## src/rtl/spi_frame_slave_if.sv

```systemverilog
// Pin and parallel-side bundle for spi_frame_slave.
// The slave modport is the design side; the master modport is the host/bench side.
interface spi_frame_slave_if #(
    parameter int WORD_BITS = 8,
    parameter int NUM_WORDS = 8
);
    localparam int FRAME_BITS = WORD_BITS * NUM_WORDS;
    localparam int CNT_BITS   = $clog2(FRAME_BITS + 2);

    logic                                 sclk;
    logic                                 sdi;
    logic                                 load;
    logic                                 sdo;
    logic [FRAME_BITS-1:0]                tx_data;
    logic [NUM_WORDS-1:0][WORD_BITS-1:0]  rx_data;
    logic                                 frame_valid;
    logic                                 frame_err;
    logic                                 busy;
    logic [CNT_BITS-1:0]                  bit_count;

    modport slave (
        input  sclk, sdi, load, tx_data,
        output sdo, rx_data, frame_valid, frame_err, busy, bit_count
    );

    modport master (
        output sclk, sdi, load, tx_data,
        input  sdo, rx_data, frame_valid, frame_err, busy, bit_count
    );
endinterface

```

## src/rtl/spi_frame_slave.sv

```systemverilog
// SPI frame slave: receives a NUM_WORDS x WORD_BITS frame on sdi and returns the status frame on sdo.
// Optional trailing even-parity bit is enabled by defining SPI_FRAME_PARITY_EN.
module spi_frame_slave #(
    parameter int WORD_BITS   = 8,
    parameter int NUM_WORDS   = 8,
    parameter int SYNC_STAGES = 2
) (
    input  logic                clk,
    input  logic                reset_n,
    spi_frame_slave_if.slave    bus
);
    localparam int FRAME_BITS = WORD_BITS * NUM_WORDS;
`ifdef SPI_FRAME_PARITY_EN
    localparam int FRAME_LEN  = FRAME_BITS + 1;
`else
    localparam int FRAME_LEN  = FRAME_BITS;
`endif
    localparam int CNT_BITS   = $clog2(FRAME_BITS + 2);
    localparam logic [CNT_BITS-1:0] FRAME_LEN_C = CNT_BITS'(FRAME_LEN);

    typedef enum logic [1:0] {
        ST_IDLE    = 2'd0,
        ST_SHIFT   = 2'd1,
        ST_COMMIT  = 2'd2,
        ST_DISCARD = 2'd3
    } state_t;

`ifdef SPI_FRAME_PARITY_EN
    function automatic logic even_parity(input logic [FRAME_BITS-1:0] data);
        return ^data;
    endfunction
`endif

    // Wire-order image of the status frame: data MSB first, then the parity bit if enabled.
    function automatic logic [FRAME_LEN-1:0] tx_frame(input logic [FRAME_BITS-1:0] data);
`ifdef SPI_FRAME_PARITY_EN
        return {data, even_parity(data)};
`else
        return data;
`endif
    endfunction

    logic [SYNC_STAGES-1:0]              sclk_sync_q;
    logic [SYNC_STAGES-1:0]              sdi_sync_q;
    logic [SYNC_STAGES-1:0]              load_sync_q;
    logic                                sclk_edge_q;
    logic                                load_edge_q;

    state_t                              state_q;
    logic [FRAME_LEN-1:0]                tx_sr_q;
    logic [FRAME_LEN-1:0]                rx_sr_q;
    logic [CNT_BITS-1:0]                 bit_cnt_q;
    logic                                ovf_q;
    logic [NUM_WORDS-1:0][WORD_BITS-1:0] rx_data_q;
    logic                                sdo_q;
    logic                                frame_valid_q;
    logic                                frame_err_q;
    logic                                busy_q;

    logic                                sclk_rise_s;
    logic                                sclk_fall_s;
    logic                                load_rise_s;
    logic                                load_fall_s;
    logic                                sdi_s;
    logic                                parity_ok_s;
    logic                                frame_ok_s;
    logic [FRAME_LEN-1:0]                rx_sr_d;
    logic [CNT_BITS-1:0]                 bit_cnt_d;
    logic                                ovf_d;

    // Bring the asynchronous SPI pins into the clk domain, with one extra stage for edge detection.
    always_ff @(posedge clk or negedge reset_n) begin
        if (!reset_n) begin
            sclk_sync_q <= '0;
            sdi_sync_q  <= '0;
            load_sync_q <= '0;
            sclk_edge_q <= 1'b0;
            load_edge_q <= 1'b0;
        end else begin
            sclk_sync_q <= {sclk_sync_q[SYNC_STAGES-2:0], bus.sclk};
            sdi_sync_q  <= {sdi_sync_q[SYNC_STAGES-2:0],  bus.sdi};
            load_sync_q <= {load_sync_q[SYNC_STAGES-2:0], bus.load};
            sclk_edge_q <= sclk_sync_q[SYNC_STAGES-1];
            load_edge_q <= load_sync_q[SYNC_STAGES-1];
        end
    end

    assign sclk_rise_s = sclk_sync_q[SYNC_STAGES-1] & ~sclk_edge_q;
    assign sclk_fall_s = ~sclk_sync_q[SYNC_STAGES-1] & sclk_edge_q;
    assign load_rise_s = load_sync_q[SYNC_STAGES-1] & ~load_edge_q;
    assign load_fall_s = ~load_sync_q[SYNC_STAGES-1] & load_edge_q;
    assign sdi_s       = sdi_sync_q[SYNC_STAGES-1];

    // Receive-side next state; a bit arriving with the load fall is counted before the frame is judged.
    always_comb begin
        rx_sr_d   = rx_sr_q;
        bit_cnt_d = bit_cnt_q;
        ovf_d     = ovf_q;
        if (sclk_rise_s) begin
            if (bit_cnt_q < FRAME_LEN_C) begin
                rx_sr_d   = {rx_sr_q[FRAME_LEN-2:0], sdi_s};
                bit_cnt_d = bit_cnt_q + CNT_BITS'(1);
            end else begin
                ovf_d     = 1'b1;
            end
        end else begin
            rx_sr_d   = rx_sr_q;
        end
    end

`ifdef SPI_FRAME_PARITY_EN
    // Data plus received parity bit must contain an even number of ones.
    assign parity_ok_s = ~(^rx_sr_d);
`else
    assign parity_ok_s = 1'b1;
`endif

    assign frame_ok_s = (bit_cnt_d == FRAME_LEN_C) && !ovf_d && parity_ok_s;

    // Frame state machine with registered outputs.
    always_ff @(posedge clk or negedge reset_n) begin
        if (!reset_n) begin
            state_q       <= ST_IDLE;
            tx_sr_q       <= '0;
            rx_sr_q       <= '0;
            bit_cnt_q     <= '0;
            ovf_q         <= 1'b0;
            rx_data_q     <= '0;
            sdo_q         <= 1'b0;
            frame_valid_q <= 1'b0;
            frame_err_q   <= 1'b0;
            busy_q        <= 1'b0;
        end else begin
            frame_valid_q <= 1'b0;
            frame_err_q   <= 1'b0;
            // The extra sdo stage lets the master sample a settled bit on the next sclk rise.
            sdo_q         <= tx_sr_q[FRAME_LEN-1];
            case (state_q)
                ST_IDLE: begin
                    if (load_rise_s) begin
                        tx_sr_q   <= tx_frame(bus.tx_data);
                        bit_cnt_q <= '0;
                        ovf_q     <= 1'b0;
                        busy_q    <= 1'b1;
                        state_q   <= ST_SHIFT;
                    end
                end
                ST_SHIFT: begin
                    rx_sr_q   <= rx_sr_d;
                    bit_cnt_q <= bit_cnt_d;
                    ovf_q     <= ovf_d;
                    if (sclk_fall_s) begin
                        tx_sr_q <= {tx_sr_q[FRAME_LEN-2:0], 1'b0};
                    end
                    if (load_fall_s) begin
                        if (frame_ok_s) begin
                            rx_data_q     <= rx_sr_d[FRAME_LEN-1 -: FRAME_BITS];
                            frame_valid_q <= 1'b1;
                            state_q       <= ST_COMMIT;
                        end else begin
                            frame_err_q   <= 1'b1;
                            state_q       <= ST_DISCARD;
                        end
                    end
                end
                ST_COMMIT: begin
                    busy_q  <= 1'b0;
                    state_q <= ST_IDLE;
                end
                ST_DISCARD: begin
                    busy_q  <= 1'b0;
                    state_q <= ST_IDLE;
                end
                default: begin
                    busy_q  <= 1'b0;
                    state_q <= ST_IDLE;
                end
            endcase
        end
    end

    assign bus.sdo         = sdo_q;
    assign bus.rx_data     = rx_data_q;
    assign bus.frame_valid = frame_valid_q;
    assign bus.frame_err   = frame_err_q;
    assign bus.busy        = busy_q;
    assign bus.bit_count   = bit_cnt_q;
endmodule
```

## src/flat_wrapper.sv

```systemverilog
// flat-port wrapper written by rule: the top's interface ports become plain ports
module spi_frame_slave_flat 
#(
    parameter int WORD_BITS   = 8,
    parameter int NUM_WORDS   = 8,
    parameter int SYNC_STAGES = 2
)
  (clk, reset_n, bus_sclk, bus_sdi, bus_load, bus_tx_data, bus_sdo, bus_rx_data, bus_frame_valid, bus_frame_err, bus_busy, bus_bit_count);
  spi_frame_slave_if #(.WORD_BITS(WORD_BITS), .NUM_WORDS(NUM_WORDS)) bus_i ();
  input  logic clk;
  input  logic reset_n;
  input wire logic [$bits(bus_i.sclk)-1:0] bus_sclk;
  input wire logic [$bits(bus_i.sdi)-1:0] bus_sdi;
  input wire logic [$bits(bus_i.load)-1:0] bus_load;
  input wire logic [$bits(bus_i.tx_data)-1:0] bus_tx_data;
  output wire logic [$bits(bus_i.sdo)-1:0] bus_sdo;
  output wire logic [$bits(bus_i.rx_data)-1:0] bus_rx_data;
  output wire logic [$bits(bus_i.frame_valid)-1:0] bus_frame_valid;
  output wire logic [$bits(bus_i.frame_err)-1:0] bus_frame_err;
  output wire logic [$bits(bus_i.busy)-1:0] bus_busy;
  output wire logic [$bits(bus_i.bit_count)-1:0] bus_bit_count;
  assign bus_i.sclk = bus_sclk;
  assign bus_i.sdi = bus_sdi;
  assign bus_i.load = bus_load;
  assign bus_i.tx_data = bus_tx_data;
  assign bus_sdo = bus_i.sdo;
  assign bus_rx_data = bus_i.rx_data;
  assign bus_frame_valid = bus_i.frame_valid;
  assign bus_frame_err = bus_i.frame_err;
  assign bus_busy = bus_i.busy;
  assign bus_bit_count = bus_i.bit_count;
  spi_frame_slave #(.WORD_BITS(WORD_BITS), .NUM_WORDS(NUM_WORDS), .SYNC_STAGES(SYNC_STAGES)) u_core (.clk(clk), .reset_n(reset_n), .bus(bus_i));
endmodule
```

## config.mk

```make
export PLATFORM = sky130hd
export DESIGN_NAME = spi_frame_slave_flat
export DESIGN_NICKNAME = d
export VERILOG_FILES = /design/src/rtl/spi_frame_slave_if.sv /design/src/rtl/spi_frame_slave.sv /design/src/flat_wrapper.sv
export SDC_FILE = /design/constraint.sdc
export NUM_CORES = 1
export LEC_CHECK = 0
export ABC_AREA = 1
export BUFFER_PORTS_ARGS = -buffer_cell sky130_fd_sc_hd__buf_2
export CAP_MARGIN = 20
export CORE_ASPECT_RATIO = 0.6
export CORE_MARGIN = 3
export CORE_UTILIZATION = 60
export DETAILED_ROUTE_END_ITERATION = 10
export PLACE_DENSITY = 0.87
export SLEW_MARGIN = 30
export SYNTH_ARGS = -nofsm -noshare
export SYNTH_HDL_FRONTEND = slang
export SYNTH_SLANG_ARGS = --single-unit
```

## constraint.sdc

```tcl
create_clock -name clk -period 5.2 [get_ports clk]
set_input_delay 0.52 -clock clk [delete_from_list [all_inputs] [get_ports clk]]
set_output_delay 0.52 -clock clk [all_outputs]
set_load 0.02 [all_outputs]
```

==> metrics.md <==
| Metric | Value |
|---|---|
| Status | finished, final reports clean |
| Tot Pwr | approximately 4.7 mW |
| Endpoints failing hold | 0 |
| Reg2reg end | u_core.bus.rx_data[56] |
| Via count | between 7,000 and 8,000 |
| Critical path arrival | between 3 and 4 ns |
| Synthesized net count | 1,226 |
| Global-route wire length before repair | between 30 and 40 mm |
| Final Setup Violations | 0 |
| Area of the mapped netlist | approximately 0.0097 mm2 |
| Reg clk slew, reported paths | about 0.060 ns |
| Total track usage | 23.98% |
| Final period utilization | ~62% |
| Congestion Overflow GR | 0 |
| Worst-Margin Slew | ~0.8 ns |
| Critical-path top delay cell | buf_4 |
| Level count of the clock H-tree | 1 |
| Worst R2R Path Depth | 10 |
| Setup Skew | roughly 0.013 ns |
| P per Cell Area | between 400 and 500 mW/mm2 |
| Worst slack, placed | 2.021 ns |
| Detailed Place HPWL | 13.23 mm |
| CTS Buffer Depth | 3 |
| Via density | 5.381 |
| Final Wtd Congestion | approximately 0.81 |
| Post-synthesis area per instance | between 8 and 9 um2 |
| Die Y | 104.4 um |
| Startpoint Class | register |
| DRT antenna net count | 0 |
| Post-synthesis sequential area ratio | between 50 and 60% |
| Combinational cell fraction of total power | around a quarter |
| Root buffer selected by CTS | clkbuf_16 |
| Placed Cells | approximately 1,400 |
| P_sw | between 1.5 and 2 mW |
| Setup_tns | 0 ns |
| Count of final max-slew check failures | 0 |
| Io pins | between 100 and 150 |
| Sequential cell area | 0.005355 mm2 |
| Post-cts sizing count | 0 |
| Layout cells sized above 1 | 15.58% |
| Final hold slack | ~0.07 ns |
| Yosys reg bits | approximately 210 |
| Die Wd | 170.0 um |
| Crit-path cells | inv_2 -> nand3_4 -> buf_4 -> o21ai_1 -> nand2_2 -> nand2_1 -> nor2_4 -> buf_4 -> nand4_1 -> nand2_1 |
| # hold bufs at CTS | 0 |
| CTS tree | done |
| FILL cells | roughly 1,200 |
| Initial antenna violation count | 0 |
| CP bufs+invs | 3 |
| Mapped Cells | around 1,200 |
| WL per Instance | 14.56 um |
| Commonest non-fill, non-tap cell in the layout | nand2_1 |
| Seq pwr share | ~44% |
| Final non-filler cell total | ~1,500 |
| Number of max-cap violations | 0 |
| Antenna diodes | 0 |
| Residual DRC | 0 |
| Lkg Pwr | 5.515 nW |
| Drt first-iter violations | approximately 660 |
| Crit path kind | reg2reg |
| FP Rows | 35 |
| Starting Density | 62.09% |
| CTS Buf Count | 20 |
| Worst setup EP type | register |
| Core area | 0.01559 mm2 |
| Worst-path fanout max | 77 |
| Final wirelength | ~21 mm |
| Postcts setup bufs | 0 |
| Vias in the first global route | 7,375 |
| Largest net degree at the start of global routing | 132 |
| Worst Hold Class | in2async |
| Peak supply drop | 347.1 uV |
| Die area | about 0.018 mm2 |
| Top delay family on crit path | simple AND/OR/NAND/NOR gates |
| CP peak stage delay | 0.61 ns |
| CP Data Required Time | ~5.6 ns |
| Initial DRT Pass Iterations | 5 |
| Commonest non-fill, non-tap cells in the layout | nand2_1 (351), dfrtp_1 (214), o21ai_0 (193) |
| CTS Sinks | approximately 210 |
| Int Pwr | approximately 3.1 mW |
| Layout net count | ~1,300 |
| RSZ-0062 raised after global routing | no |
| Rel. slew slack | a little under half |
| PortBufs | 143 |
| Setup slack after layout | 1.974 ns |
| Synthesis-to-layout area growth | 13.84% |
| Synth warnings | 0 |
| Origin of the critical flop-to-flop path | u_core.bus.bit_count[6] |
| Net Sw Frac | about a third |
| Fin crit period | between 3 and 4 ns |
| Synth unique cells | 26 |
| Combined area of the multi-input logic cells | 0.003426 mm2 |
| FMAX | between 300 and 400 MHz |
| R2R Setup Slk | 1.97 ns |
| Clk network pwr share | a little under a third |
| Skew-Pair Late Insertion Delay | ~0.5 ns |
registers in the layout, indices dropped and copies added (netlist names):
register                count
u_core.rx_sr_q             64
u_core.bus.frame_valid      1
u_core.bus.busy             1
u_core.load_edge_q          1
u_core.state_q              2
u_core.bus.sdo              1
u_core.bus.rx_data         64
u_core.bus.frame_err        1
u_core.bus.bit_count        7
u_core.sdi_sync_q           2
u_core.sclk_edge_q          1
u_core.sclk_sync_q          2
u_core.ovf_q                1
u_core.load_sync_q          2
u_core.tx_sr_q             64
worst register-to-register path, delay by kind of cell, from the launching register on:
kind / cells / cell delay, ns
AND/OR/NAND/NOR: 6 / 1.38
buffers and inverters: 3 / 1.22
flip-flops: 1 / 0.43
AO/OA/AOI/OAI: 1 / 0.15
final cells by class:
type	instances	area share (%)
Clock buffer	28	5.188
Clock inverter	7	0.5677
Timing Repair Buffer	152	7.300
Tap cell	203	2.305
Sequential cell	214	48.59
Inverter	145	4.961
Multi-Input combinational cell	712	31.09
worst max path at each step:
stage	startpoint	end	slack (ns)	depth (start not counted)
after detailed placement	u_core.bus.bit_count[6]	u_core.bus.rx_data[56]	2.02	10
after global routing	u_core.bus.bit_count[6]	u_core.bus.rx_data[62]	1.65	10
final	u_core.bus.bit_count[6]	u_core.bus.rx_data[56]	1.97	10
after CTS	u_core.bus.bit_count[6]	u_core.bus.rx_data[56]	2.01	10
after floorplan	u_core.bus.bit_count[1]	u_core.bus.rx_data[10]	3.26	12
after global placement	u_core.bus.bit_count[6]	u_core.bus.rx_data[40]	2.08	10
cell families (layout without fill, tap and decap cells):
family                   Yosys count  count (layout)  synth area share [%]
adder cells (fa/ha/maj)            1               1                0.1292
buffers and inverters            230             332                 9.797
AND/OR/NAND/NOR                  443             443                 19.19
AO/OA/AOI/OAI                    268             268                 15.56
flip-flops                       214             214                 55.32
per-stage QoR:
step,util [%],area [um2]
2_1_floorplan,-,9681
3_3_place_gp,66.53,10370
3_5_place_dp,66.60,10380
4_1_cts,70.67,11020
5_1_grt,70.69,11020
6_report,70.69,11020
per-layer routing:
layer / share of wire [%] / vias to the layer above / global-route usage [%]
met3: 5.2 / 23 / 3.456
met5: 0 / - / 0
met4: 1.2 / 0 / 4.282
met1: 49 / 3679 / 37.05
met2: 45 / 209 / 36.81
li1: - / 3951 / -
cells in the mapped netlist:
| master | n | area, um2 |
|---|---|---|
| a21oi_1 | 6 | 30.03 |
| nor2_2 | 1 | 6.260 |
| inv_1 | 141 | 529.3 |
| o211ai_1 | 61 | 457.9 |
| o21ai_1 | 1 | 5.000 |
| nor2_1 | 11 | 41.29 |
| nand3_1 | 8 | 40.04 |
| o22ai_1 | 4 | 25.02 |
| a31oi_1 | 1 | 6.260 |
| nor3_1 | 1 | 5.000 |
| buf_1 | 6 | 22.52 |
| clkbuf_1 | 42 | 157.7 |
| buf_4 | 3 | 22.52 |
| nand4_1 | 67 | 419.2 |
| a22o_1 | 1 | 8.760 |
| o21ai_0 | 193 | 965.9 |
| o31ai_1 | 1 | 7.510 |
| dfrtp_1 | 214 | 5355 |
| nand2_1 | 351 | 1318 |
| ha_1 | 1 | 12.51 |
| or2_2 | 1 | 6.260 |
| nand2_2 | 2 | 12.51 |
| buf_6 | 5 | 56.30 |
| buf_2 | 29 | 145.1 |
| inv_2 | 4 | 15.01 |
| nand3_2 | 1 | 10.01 |
power groups by stage:
stage | Combinational, mW | Sequential, mW | Clock [mW]
2_1_floorplan | 0.885 | 2.09 | 0
3_3_place_gp | 1.12 | 2.08 | 0
3_5_place_dp | 1.17 | 2.10 | 0
4_1_cts | 1.19 | 2.07 | 1.45
5_1_grt | 1.38 | 2.09 | 1.53
6_report | 1.19 | 2.07 | 1.43
(Power assumes the default switching activity.)
